## src/rtl/zigzag_rle_pkg.sv

```systemverilog
// zigzag_rle shared types: widths, FSM states, symbol bundle
// and the 8x8 zigzag scan table.
package zigzag_rle_pkg;

  localparam int COEF_W = 12;
  localparam int SIZE_W = 4;
  localparam int RUN_W  = 4;

  typedef enum logic [2:0] {
    IDLE, ADDR, EVAL, ZRL, EMIT, EOB, DONE
  } state_t;

  typedef struct packed {
    logic [RUN_W-1:0]  run;
    logic [SIZE_W-1:0] size;
    logic [COEF_W-1:0] amp;
    logic              dc;
  } sym_t;

  // raster position of each zigzag index
  localparam logic [5:0] ZZ [64] = '{
    6'd0,  6'd1,  6'd8,  6'd16, 6'd9,  6'd2,  6'd3,  6'd10,
    6'd17, 6'd24, 6'd32, 6'd25, 6'd18, 6'd11, 6'd4,  6'd5,
    6'd12, 6'd19, 6'd26, 6'd33, 6'd40, 6'd48, 6'd41, 6'd34,
    6'd27, 6'd20, 6'd13, 6'd6,  6'd7,  6'd14, 6'd21, 6'd28,
    6'd35, 6'd42, 6'd49, 6'd56, 6'd57, 6'd50, 6'd43, 6'd36,
    6'd29, 6'd22, 6'd15, 6'd23, 6'd30, 6'd37, 6'd44, 6'd51,
    6'd58, 6'd59, 6'd52, 6'd45, 6'd38, 6'd31, 6'd39, 6'd46,
    6'd53, 6'd60, 6'd61, 6'd54, 6'd47, 6'd55, 6'd62, 6'd63
  };

  function automatic logic [COEF_W-1:0] sat_coef(
    input logic [COEF_W-1:0] raw
  );
    return (raw == 12'h800) ? 12'h801 : raw;
  endfunction

endpackage

```

## src/rtl/zigzag_rle_if.sv

```systemverilog
// zigzag_rle symbol stream towards the Huffman stage.
// Valid/ready; fields hold while valid && !ready.
interface zigzag_rle_if;
  import zigzag_rle_pkg::*;

  logic              sym_valid;
  logic              sym_ready;
  logic [RUN_W-1:0]  sym_run;
  logic [SIZE_W-1:0] sym_size;
  logic [COEF_W-1:0] sym_amp;
  logic              sym_dc;

  modport master (
    output sym_valid, sym_run, sym_size,
    output sym_amp, sym_dc,
    input  sym_ready
  );

  modport slave (
    input  sym_valid, sym_run, sym_size,
    input  sym_amp, sym_dc,
    output sym_ready
  );

endinterface

```

## src/rtl/zz_size_amp.sv

```systemverilog
// zz_size_amp: JPEG magnitude category and amplitude bits
// of a 13-bit signed value (DC difference or AC coefficient).
module zz_size_amp
  import zigzag_rle_pkg::*;
(
  input  logic signed [COEF_W:0] x,
  output logic [SIZE_W-1:0]      size,
  output logic [COEF_W-1:0]      amp
);

  logic [COEF_W-1:0] mag;
  logic [COEF_W-1:0] xm1;
  logic [COEF_W-1:0] mask;

  always_comb begin
    mag = x[COEF_W] ? COEF_W'(-x) : x[COEF_W-1:0];
    size = '0;
    for (int i = 0; i < COEF_W; i++)
      if (mag[i]) size = SIZE_W'(i + 1);
    xm1  = x[COEF_W-1:0] - 12'd1;
    mask = 12'hFFF >> (4'd12 - size);
    amp  = x[COEF_W] ? (xm1 & mask) : x[COEF_W-1:0];
  end

endmodule

```

## src/rtl/zigzag_rle.sv

```systemverilog
// zigzag_rle: zigzag readback + JPEG run-length symbol coder.
// Define ZIGZAG_RLE_DC_PRED_EN for differential DC coding.
module zigzag_rle
  import zigzag_rle_pkg::*;
(
  input  logic        clk,
  input  logic        rst,
  input  logic        start,
  input  logic [1:0]  blk_sel,
  input  logic        dc_clr,
  output logic        done,
  output logic        busy,
  output logic [7:0]  rd_addr,
  input  logic [31:0] rd_data,
  zigzag_rle_if.master sym
);

  state_t            st;
  logic [1:0]        blk_q;
  logic [5:0]        k;
  logic [5:0]        run;
  logic [5:0]        run_z;
  logic [SIZE_W-1:0] p_size;
  logic [COEF_W-1:0] p_amp;
  sym_t              sq;
  logic              vld;
  logic              acc;
  logic signed [COEF_W-1:0] v;
  logic signed [COEF_W:0]   x;
  logic [SIZE_W-1:0] x_size;
  logic [COEF_W-1:0] x_amp;
  logic              unused_bits;

`ifdef ZIGZAG_RLE_DC_PRED_EN
  logic signed [COEF_W-1:0] pred;
  assign unused_bits = ^rd_data[31:COEF_W];
`else
  assign unused_bits = ^{rd_data[31:COEF_W], dc_clr};
`endif

  assign v     = sat_coef(rd_data[COEF_W-1:0]);
  assign acc   = vld & sym.sym_ready;
  assign run_z = run - 6'd16;

  always_comb begin
    x = {v[COEF_W-1], v};
`ifdef ZIGZAG_RLE_DC_PRED_EN
    if (k == 6'd0)
      x = {v[COEF_W-1], v} - {pred[COEF_W-1], pred};
`endif
  end

  zz_size_amp u_sa (
    .x    (x),
    .size (x_size),
    .amp  (x_amp)
  );

  always_ff @(posedge clk) begin
    if (!rst) begin
      st      <= IDLE;
      blk_q   <= '0;
      k       <= '0;
      run     <= '0;
      p_size  <= '0;
      p_amp   <= '0;
      sq      <= '0;
      vld     <= 1'b0;
      done    <= 1'b0;
      busy    <= 1'b0;
      rd_addr <= '0;
`ifdef ZIGZAG_RLE_DC_PRED_EN
      pred    <= '0;
`endif
    end else begin
      unique case (st)
        IDLE: begin
          done <= 1'b0;
          if (start) begin
            blk_q   <= blk_sel;
            k       <= '0;
            run     <= '0;
            busy    <= 1'b1;
            rd_addr <= {blk_sel, ZZ[0]};
            st      <= ADDR;
`ifdef ZIGZAG_RLE_DC_PRED_EN
            if (dc_clr) pred <= '0;
`endif
          end
        end
        ADDR: st <= EVAL;
        EVAL: begin
          if (k == 6'd0) begin
`ifdef ZIGZAG_RLE_DC_PRED_EN
            pred <= v;
`endif
            sq  <= '{4'd0, x_size, x_amp, 1'b1};
            vld <= 1'b1;
            st  <= EMIT;
          end else if (v == '0) begin
            run <= run + 6'd1;
            if (k == 6'd63) begin
              sq  <= '0;
              vld <= 1'b1;
              st  <= EOB;
            end else begin
              k       <= k + 6'd1;
              rd_addr <= {blk_q, ZZ[k + 6'd1]};
              st      <= ADDR;
            end
          end else begin
            p_size <= x_size;
            p_amp  <= x_amp;
            vld    <= 1'b1;
            if (run >= 6'd16) begin
              sq <= '{4'd15, 4'd0, 12'd0, 1'b0};
              st <= ZRL;
            end else begin
              sq <= '{run[3:0], x_size, x_amp, 1'b0};
              st <= EMIT;
            end
          end
        end
        ZRL: begin
          if (acc) begin
            run <= run_z;
            // stay in ZRL with the same symbol while a full 16-run remains
            if (run_z < 6'd16) begin
              sq <= '{run_z[3:0], p_size, p_amp, 1'b0};
              st <= EMIT;
            end
          end
        end
        EMIT: begin
          if (acc) begin
            run <= '0;
            vld <= 1'b0;
            if (k == 6'd63) begin
              done <= 1'b1;
              busy <= 1'b0;
              st   <= DONE;
            end else begin
              k       <= k + 6'd1;
              rd_addr <= {blk_q, ZZ[k + 6'd1]};
              st      <= ADDR;
            end
          end
        end
        EOB: begin
          if (acc) begin
            vld  <= 1'b0;
            done <= 1'b1;
            busy <= 1'b0;
            st   <= DONE;
          end
        end
        DONE: begin
          done <= 1'b0;
          st   <= IDLE;
        end
        default: st <= IDLE;
      endcase
    end
  end

  assign sym.sym_valid = vld;
  assign sym.sym_run   = sq.run;
  assign sym.sym_size  = sq.size;
  assign sym.sym_amp   = sq.amp;
  assign sym.sym_dc    = sq.dc;

endmodule

```

## src/flat_wrapper.sv

```systemverilog
// flat-port wrapper written by rule: the top's interface ports become plain ports
module zigzag_rle_flat import zigzag_rle_pkg::*;
  (clk, rst, start, blk_sel, dc_clr, done, busy, rd_addr, rd_data, sym_sym_valid, sym_sym_run, sym_sym_size, sym_sym_amp, sym_sym_dc, sym_sym_ready);
  zigzag_rle_if sym_i ();
  input  logic clk;
  input  logic rst;
  input  logic start;
  input  logic [1:0] blk_sel;
  input  logic dc_clr;
  output logic done;
  output logic busy;
  output logic [7:0] rd_addr;
  input  logic [31:0] rd_data;
  output wire logic [$bits(sym_i.sym_valid)-1:0] sym_sym_valid;
  output wire logic [$bits(sym_i.sym_run)-1:0] sym_sym_run;
  output wire logic [$bits(sym_i.sym_size)-1:0] sym_sym_size;
  output wire logic [$bits(sym_i.sym_amp)-1:0] sym_sym_amp;
  output wire logic [$bits(sym_i.sym_dc)-1:0] sym_sym_dc;
  input wire logic [$bits(sym_i.sym_ready)-1:0] sym_sym_ready;
  assign sym_sym_valid = sym_i.sym_valid;
  assign sym_sym_run = sym_i.sym_run;
  assign sym_sym_size = sym_i.sym_size;
  assign sym_sym_amp = sym_i.sym_amp;
  assign sym_sym_dc = sym_i.sym_dc;
  assign sym_i.sym_ready = sym_sym_ready;
  zigzag_rle u_core (.clk(clk), .rst(rst), .start(start), .blk_sel(blk_sel), .dc_clr(dc_clr), .done(done), .busy(busy), .rd_addr(rd_addr), .rd_data(rd_data), .sym(sym_i));
endmodule
```

## config.mk

```make
export PLATFORM = sky130hd
export DESIGN_NAME = zigzag_rle_flat
export DESIGN_NICKNAME = d
export VERILOG_FILES = /design/src/rtl/zigzag_rle_pkg.sv /design/src/rtl/zigzag_rle_if.sv /design/src/rtl/zz_size_amp.sv /design/src/rtl/zigzag_rle.sv /design/src/flat_wrapper.sv
export SDC_FILE = /design/constraint.sdc
export NUM_CORES = 1
export LEC_CHECK = 0
export BUFFER_PORTS_ARGS = -buffer_cell sky130_fd_sc_hd__buf_2
export CORE_UTILIZATION = 50
export CTS_BUF_LIST = sky130_fd_sc_hd__clkbuf_4
export CTS_CLUSTER_SIZE = 20
export DETAILED_ROUTE_END_ITERATION = 10
export GPL_ROUTABILITY_DRIVEN = 0
export PLACE_DENSITY = 0.71
export RECOVER_POWER = 25
export SLEW_MARGIN = 15
export SYNTH_ARGS = -nofsm -noshare
export SYNTH_HDL_FRONTEND = slang
export SYNTH_SLANG_ARGS = --single-unit
```

## constraint.sdc

```tcl
create_clock -name clk -period 7.66 [get_ports clk]
set_input_delay 0.383 -clock clk [delete_from_list [all_inputs] [get_ports clk]]
set_output_delay 0.383 -clock clk [all_outputs]
set_load 0.05 [all_outputs]
```

==> out/results.ini, run 1 <==
[timing]
skew_ps=20.7
max-slew-margin-rel_pct=24.4
rsz0062_at_grt=false
period_share_pct=59.8
finalHoldViolCount=0
drv_slew=0
fin_crit_ps=4580
fmax_mhz=218
setup_violations=0
tightest_slew_ps=1130
setup_tns_ps=0

[place]
placed_cells=792
hpwl_mm=9.15
portBuffers=49

[global_routing]
grt_pass1_wl_mm=21.5
grt_max_degree=66
track_usage_pct=25.8
grt_pass1_vias=4508
gr-total-overflow=0
antenna_found_initial=0

[floorplan]
coreArea_sq_um=9730
die_y_um=102
die-area_sq_um=10400
start_util_pct=51.1
row_count=36
io_pins=71
dieWidth_um=102

[min_path]
min_path_type=input pin to flop
whs_path_depth=3
min_to=u_core.blk_q[1]$_SDFFE_PN0P_
min_from=blk_sel[1]

[detailed_routing]
drc_errors=0
antenna_left=0
via_count=5084
drtIter0Drc=304
routed_wl_mm=13.0
vias_per_cell=6.29
drt_pre_antenna_iters=5
post_drt_wl_per_cell_um=16.1

[clock_tree]
cts_buffer_depth=2
post-cts-setup-buffer-count=0
cts_max_level=3
post_cts_resize_count=0
clk_pin_slew_ps=120
cts_buffers=9
cts-root-buf=clkbuf_4
cts_num_sinks=65
cts_hold_buffers=0
cts_tree=yes
insertion_delay_ps=420

[cells_and_area]
area_growth_pct=6.11
finalNetCount=729
post-route-util_pct=54.3
fillers=981
final_cell_mix=69 x nand2_1, 65 x dfxtp_1, 60 x a21oi_1, 58 x o21ai_0, 46 x nor2_1
antennaDiodeCount=0
final_cells=808
drive_above_1_share_pct=11.1
layout_commonest_cell=nand2_1

[logic_synthesis]
synth_top_flop_cell=dfxtp_1
syn_nets=719
ys_warn_count=0
synth.area.top_cells=dfxtp_1 26%, a21oi_1 6.0%, o21ai_0 5.8%, nand2_1 5.2%, ha_1 5.0%
synth_edf_count=0
syn_avg_cell_area_sq_um=7.54
syn_area_sq_um=4970
ys_seq_elements=65
synth-seq-area-share_pct=26.2
async_flop_share_pct=0
synthCells=660
synth_top_area_share_pct=26.2
yosysTopAreaCell=dfxtp_1
synth.distinct_cells=84

[worst_setup_path]
critPathLaunch=rd_data[5]
r2r-end=u_core.rd_addr[4]$_SDFFE_PN0P_
path_class=input pin to flop
slowest_delay_ps=640
r2r_setup_slack_ps=3820
start_kind=input pin
critPathCaptureType=flop
crit_fanout=11
reg2regPathDepth=10
critPathSlowestCell=or4_4
path_cells=buf_2 > or4_4 > nor2_1 > a31oi_1 > ha_1 > or3b_1 > nand3_1 > and4b_1 > nor3_1 > o21a_1 > a2bb2oi_1 > inv_1 > ha_1 > nor4b_1 > o41ai_2 > a211oi_1 > nor2_1
required_ps=7980
cp_data_arrival_time_ps=4890
r2r-start=u_core.k[0]$_SDFFE_PN0P_

[outcome]
status=finished, final reports clean

[flow_run]
drv_cap=0

[power_and_ir_drop]
ir_worst_vdd_uv=87.5
p_per_area_nw_per_um2=167
p_leak_uw=0.00184

registers in the layout, summed over array words and instances, names as in the netlist:
signal,flops
u_core.p_amp,12
u_core.sym.sym_amp,12
u_core.rd_addr,8
u_core.k,6
u_core.run,6
u_core.p_size,4
u_core.sym.sym_run,4
u_core.sym.sym_size,4
u_core.st,3
u_core.blk_q,2
u_core.busy,1
u_core.done,1
u_core.sym.sym_dc,1
u_core.sym.sym_valid,1
area by class of cell:
cell class / instances / area [sq um] / area share (%)
Clock buffer: 9 / 67.6 / 1.28
Multi-Input combinational cell: 519 / 3370 / 63.8
Tap cell: 133 / 166 / 3.15
Timing Repair Buffer: 54 / 253 / 4.79
Clock inverter: 7 / 46.3 / 0.877
Sequential cell: 65 / 1300 / 24.7
Inverter: 21 / 78.8 / 1.49
per-layer routing:
layer  wire, um  vias up  part of all wire [%]  track usage [%]
li1           -     2466                     -                -
met1       5800     2413                    45             32.8
met2       6250      184                    48             44.7
met3        674       21                   5.2             4.00
met4        250        0                   1.9             8.36
met5          0        -                     0                0
kinds of logic after synthesis:
logic type      count (synthesis)  synth area share (%)
compound gates                244                  33.1
simple gates                  236                  24.7
buf+inv                        76                  6.46
fa+ha+maj                      20                  5.03
mux                             7                  2.04
xor+xnor                       12                  2.49
flops                          65                  26.2
critical path, delay by kind of cell:
family	cells	cell delay (ps)
compound gates	5	1030
simple gates	8	2400
fa+ha+maj	2	760
buf+inv	2	310
worst max path at each step:
stage	endpoint	cells after the start	slack [ps]
after global routing	u_core.sym.sym_amp[5]$_SDFFE_PN0P_	17	2650
after global placement	u_core.sym.sym_amp[5]$_SDFFE_PN0P_	17	2730
after CTS	u_core.sym.sym_amp[5]$_SDFFE_PN0P_	17	3100
after detailed placement	u_core.sym.sym_amp[5]$_SDFFE_PN0P_	17	2660
final	u_core.sym.sym_amp[5]$_SDFFE_PN0P_	17	3080
after floorplan	u_core.sym.sym_amp[5]$_SDFFE_PN0P_	20	3210
metrics by stage:
stage | setup slack [ps] | total power [uW] | cell area (sq um) | hold WS (ps)
floorplan | 3210 | 622 | 4970 | 444
global placement | 2730 | 682 | 5190 | 436
detailed placement | 2660 | 688 | 5190 | 443
CTS | 3100 | 889 | 5300 | 215
global route | 2650 | 937 | 5280 | 212
finish | 3080 | 883 | 5280 | 232
cell usage after synthesis (all sizes together) (5+ instances only):
cell	number
o211ai	12
nor3	29
a221oi	13
ha	20
a31oi	11
nor2	47
inv	18
a21boi	15
and2	5
dfxtp	65
a22oi	6
nand2b	7
buf	19
xnor2	8
nand2	69
o21ai	61
o22ai	5
clkbuf	36
nor2b	20
a21oi	60
or3	12
a211oi	9
o31ai	11
nand3	16
nor3b	6
where the power goes:
| group | internal [uW] | switching [uW] |
|---|---|---|
| registers | 362 | 24.4 |
| logic | 84.0 | 210 |
| clock network | 65.8 | 137 |
Note: power is estimated with default switching activity, not from simulation.
==> run 2, diff against run 1 <==
==> constraint.sdc (replaced) <==
create_clock -name clk -period 4.3 [get_ports clk]
set_input_delay 0.215 -clock clk [delete_from_list [all_inputs] [get_ports clk]]
set_output_delay 0.215 -clock clk [all_outputs]
set_load 0.05 [all_outputs]
==> run 2 against run 1 <==
  * Combinational power grew 84%
  * Sequential cell count is the same
  * Critical path depth is the same
  * Power grew 100%
  * Global-route usage grew 1.6 points
  * Clock power grew to 2.7 times the previous value
  * Critical endpoint is now u_core.p_amp[2]$_SDFFE_PN0P_
  * Non-clock buffer count grew 17
  * Routed wire length grew 5.3%
  * Die area is the same
  * Highest routed layer unchanged
  * Sequential power grew 78%
  * Setup slack lost 2500 ps
  * Largest cell class unchanged
==> out/results.ini, run 2 (same netlist as run 1, synthesis figures left out) <==
[outcome]
status=finished, final reports clean  ; unchanged

[worst_setup_path]
r2r_setup_slack_ps=650  ; was 3820 ps
path_class=input pin to flop  ; unchanged
required_ps=4630  ; was 7980 ps
critPathCaptureType=flop  ; unchanged
endpoint=u_core.p_amp[2]$_SDFFE_PN0P_  ; was u_core.sym.sym_amp[5]$_SDFFE_PN0P_
path_cells=buf_2 > or4_4 > nor2_1 > a31oi_1 > ha_1 > or3b_1 > nand3_1 > and4b_1 > nor3_1 > o21a_1 > a2bb2oi_1 > inv_1 > ha_1 > buf_4 > o31ai_2 > nor3_1 > a221oi_2  ; was buf_2 > or4_4 > nor2_1 > a31oi_1 > ha_1 > or3b_1 > nand3_1 > and4b_1 > nor3_1 > o21a_1 > a2bb2oi_1 > inv_1 > ha_1 > nor4b_1 > o41ai_2 > a211oi_1 > nor2_1
start_kind=input pin  ; unchanged
cp_data_arrival_time_ps=4030  ; was 4890 ps
r2r-start=u_core.k[0]$_SDFFE_PN0P_  ; unchanged
critical_path.top_delay_family=simple AND/OR/NAND/NOR gates  ; unchanged
r2r-end=u_core.sym.sym_run[1]$_SDFFE_PN0P_  ; was u_core.rd_addr[4]$_SDFFE_PN0P_
critPathLaunch=rd_data[7]  ; was rd_data[5]
crit_fanout=9  ; was 11
slowest_delay_ps=490  ; was 640 ps
critPathSlowestCell=or4_4  ; unchanged
path_depth=17  ; unchanged
reg2regPathDepth=11  ; was 10
crit_buf_inv=3  ; was 2

[floorplan]
dieWidth_um=102  ; unchanged
die_y_um=102  ; unchanged
io_pins=71  ; unchanged
die-area_sq_um=10400  ; unchanged
coreArea_sq_um=9730  ; unchanged
row_count=36  ; unchanged
start_util_pct=51.1  ; unchanged

[cells_and_area]
finalNetCount=746  ; was 729
drive_above_1_share_pct=13.2  ; was 11.1%
area_growth_pct=10.2  ; was 6.11%
final-seq-area_sq_um=1300  ; unchanged
final_cells=826  ; was 808
multi_input_area_sq_um=3360  ; was 3370 sq um
layout_commonest_cell=nand2_1  ; unchanged
fillers=983  ; was 981
final_cell_mix=69 x nand2_1, 65 x dfxtp_1, 60 x a21oi_1, 58 x o21ai_0, 46 x nor2_1  ; unchanged
stdcell_area_sq_um=5480  ; was 5280 sq um
post-route-util_pct=56.3  ; was 54.3%

[timing]
drv_slew=0  ; unchanged
max-slew-margin-rel_pct=36.4  ; was 24.4%
setup_violations=0  ; unchanged
setup_tns_ps=0  ; unchanged
rsz0062_at_grt=false  ; unchanged
period_share_pct=86.0
tightest_slew_ps=954  ; was 1130 ps
fin_crit_ps=3700
fmax_mhz=271
skew_ps=19.5  ; was 20.7 ps
finalHoldViolCount=0  ; unchanged

[global_routing]
gr-total-overflow=0  ; unchanged
grt_max_degree=66  ; unchanged
grt_pass1_wl_mm=22.6  ; was 21.5 mm
antenna_found_initial=1  ; was 0
grt_pass1_vias=4794  ; was 4508
track_usage_pct=27.4  ; was 25.8%

[power_and_ir_drop]
p_comb_share_pct=30.3  ; was 33.3%
p_clk_share_pct=31.2  ; was 23.0%
pwr-share-seq_pct=38.5  ; was 43.7%
p_sw_uw=684  ; was 371 uW
p_per_area_nw_per_um2=326  ; was 167 nW/um^2
p_leak_uw=0.00196  ; was 0.00184 uW
fin_total_pwr_uw=1790  ; was 883 uW
p_sw_share_pct=38.2  ; was 42.1%
ir_worst_vdd_uv=153  ; was 87.5 uV
p_int_uw=1100  ; was 511 uW

[detailed_routing]
drt_pre_antenna_iters=5  ; unchanged
antenna_left=0  ; unchanged
via_count=5109  ; was 5084
post_drt_wl_per_cell_um=16.5  ; was 16.1 um
vias_per_cell=6.19  ; was 6.29
drc_errors=0  ; unchanged
routed_wl_mm=13.7  ; was 13.0 mm
drtIter0Drc=245  ; was 304

[clock_tree]
cts-root-buf=clkbuf_4  ; unchanged
post-cts-setup-buffer-count=0  ; unchanged
cts_buffer_depth=2  ; unchanged
cts_tree=yes  ; unchanged
post_cts_resize_count=0  ; unchanged
clk_pin_slew_ps=130  ; was 120 ps
insertion_delay_ps=430  ; was 420 ps
cts_max_level=3  ; unchanged
cts_hold_buffers=0  ; unchanged
cts_buffers=9  ; unchanged
cts_num_sinks=65  ; unchanged

[place]
hpwl_mm=9.59  ; was 9.15 mm
place_area_sq_um=5320  ; was 5190 sq um
placed_cells=809  ; was 792
portBuffers=49  ; unchanged

[min_path]
min_path_type=input pin to flop  ; unchanged

[flow_run]
drv_cap=0  ; unchanged

## run 2: cell count changes in the layout (fill, tap and decap cells not counted)
| cell | change |
|---|---|
| bufinv_16 | +3 |
| inv_6 | +1 |
| clkinvlp_4 | -3 |
| clkinv_4 | +2 |
| buf_4 | +17 |
| diode_2 | +1 |
| xor2_1 | +1 |
| xor2_2 | -1 |
| clkinv_2 | -3 |
## run 2: worst min-delay path by stage
stage                                       start                                 end  cells past startpoint
3_5_place_dp       u_core.rd_addr[3]$_SDFFE_PN0P_      u_core.rd_addr[3]$_SDFFE_PN0P_                      2
2_1_floorplan                          blk_sel[0]        u_core.blk_q[0]$_SDFFE_PN0P_                      2
4_1_cts                                blk_sel[1]        u_core.blk_q[1]$_SDFFE_PN0P_                      3
3_3_place_gp   u_core.sym.sym_run[0]$_SDFFE_PN0P_  u_core.sym.sym_run[0]$_SDFFE_PN0P_                      2
6_report                               blk_sel[1]        u_core.blk_q[1]$_SDFFE_PN0P_                      3
5_1_grt                                blk_sel[0]        u_core.blk_q[0]$_SDFFE_PN0P_                      3
## run 2: cell type report
class	instances	share of cell area [%]
clock buffers	9	1.23
inverters	21	1.44
well taps	133	3.04
multi-input cells	519	61.3
clock inverters	7	2.28
flip-flops and latches	65	23.7
repair buffers	71	6.94
diodes	1	0.0457
## run 2: through the flow
step	worst slack [ps]	hold slack [ps]
3_5_place_dp	195	444
2_1_floorplan	14.0	360
3_3_place_gp	283	437
6_report	604	44.6
5_1_grt	212	38.0
4_1_cts	638	33.1
## run 2: power groups by stage
stage / logic (uW) / clock network (uW) / registers [uW]
global placement: 529 / 0 / 699
floorplan: 316 / 0 / 793
global route: 589 / 596 / 697
detailed placement: 542 / 0 / 701
finish: 542 / 558 / 688
CTS: 545 / 562 / 687
## run 2: metal layers
layer	global-route usage, %	routed length (um)	up-vias
li1	-	-	2495
met1	34.1	5930	2407
met2	46.3	6650	178
met3	4.76	786	29
met4	12.4	289	0
met5	0	0	-
## run 2: worst min-delay path: stages
cell,delay [ps]
buf_2,100
nand2_1,50
a21boi_0,60
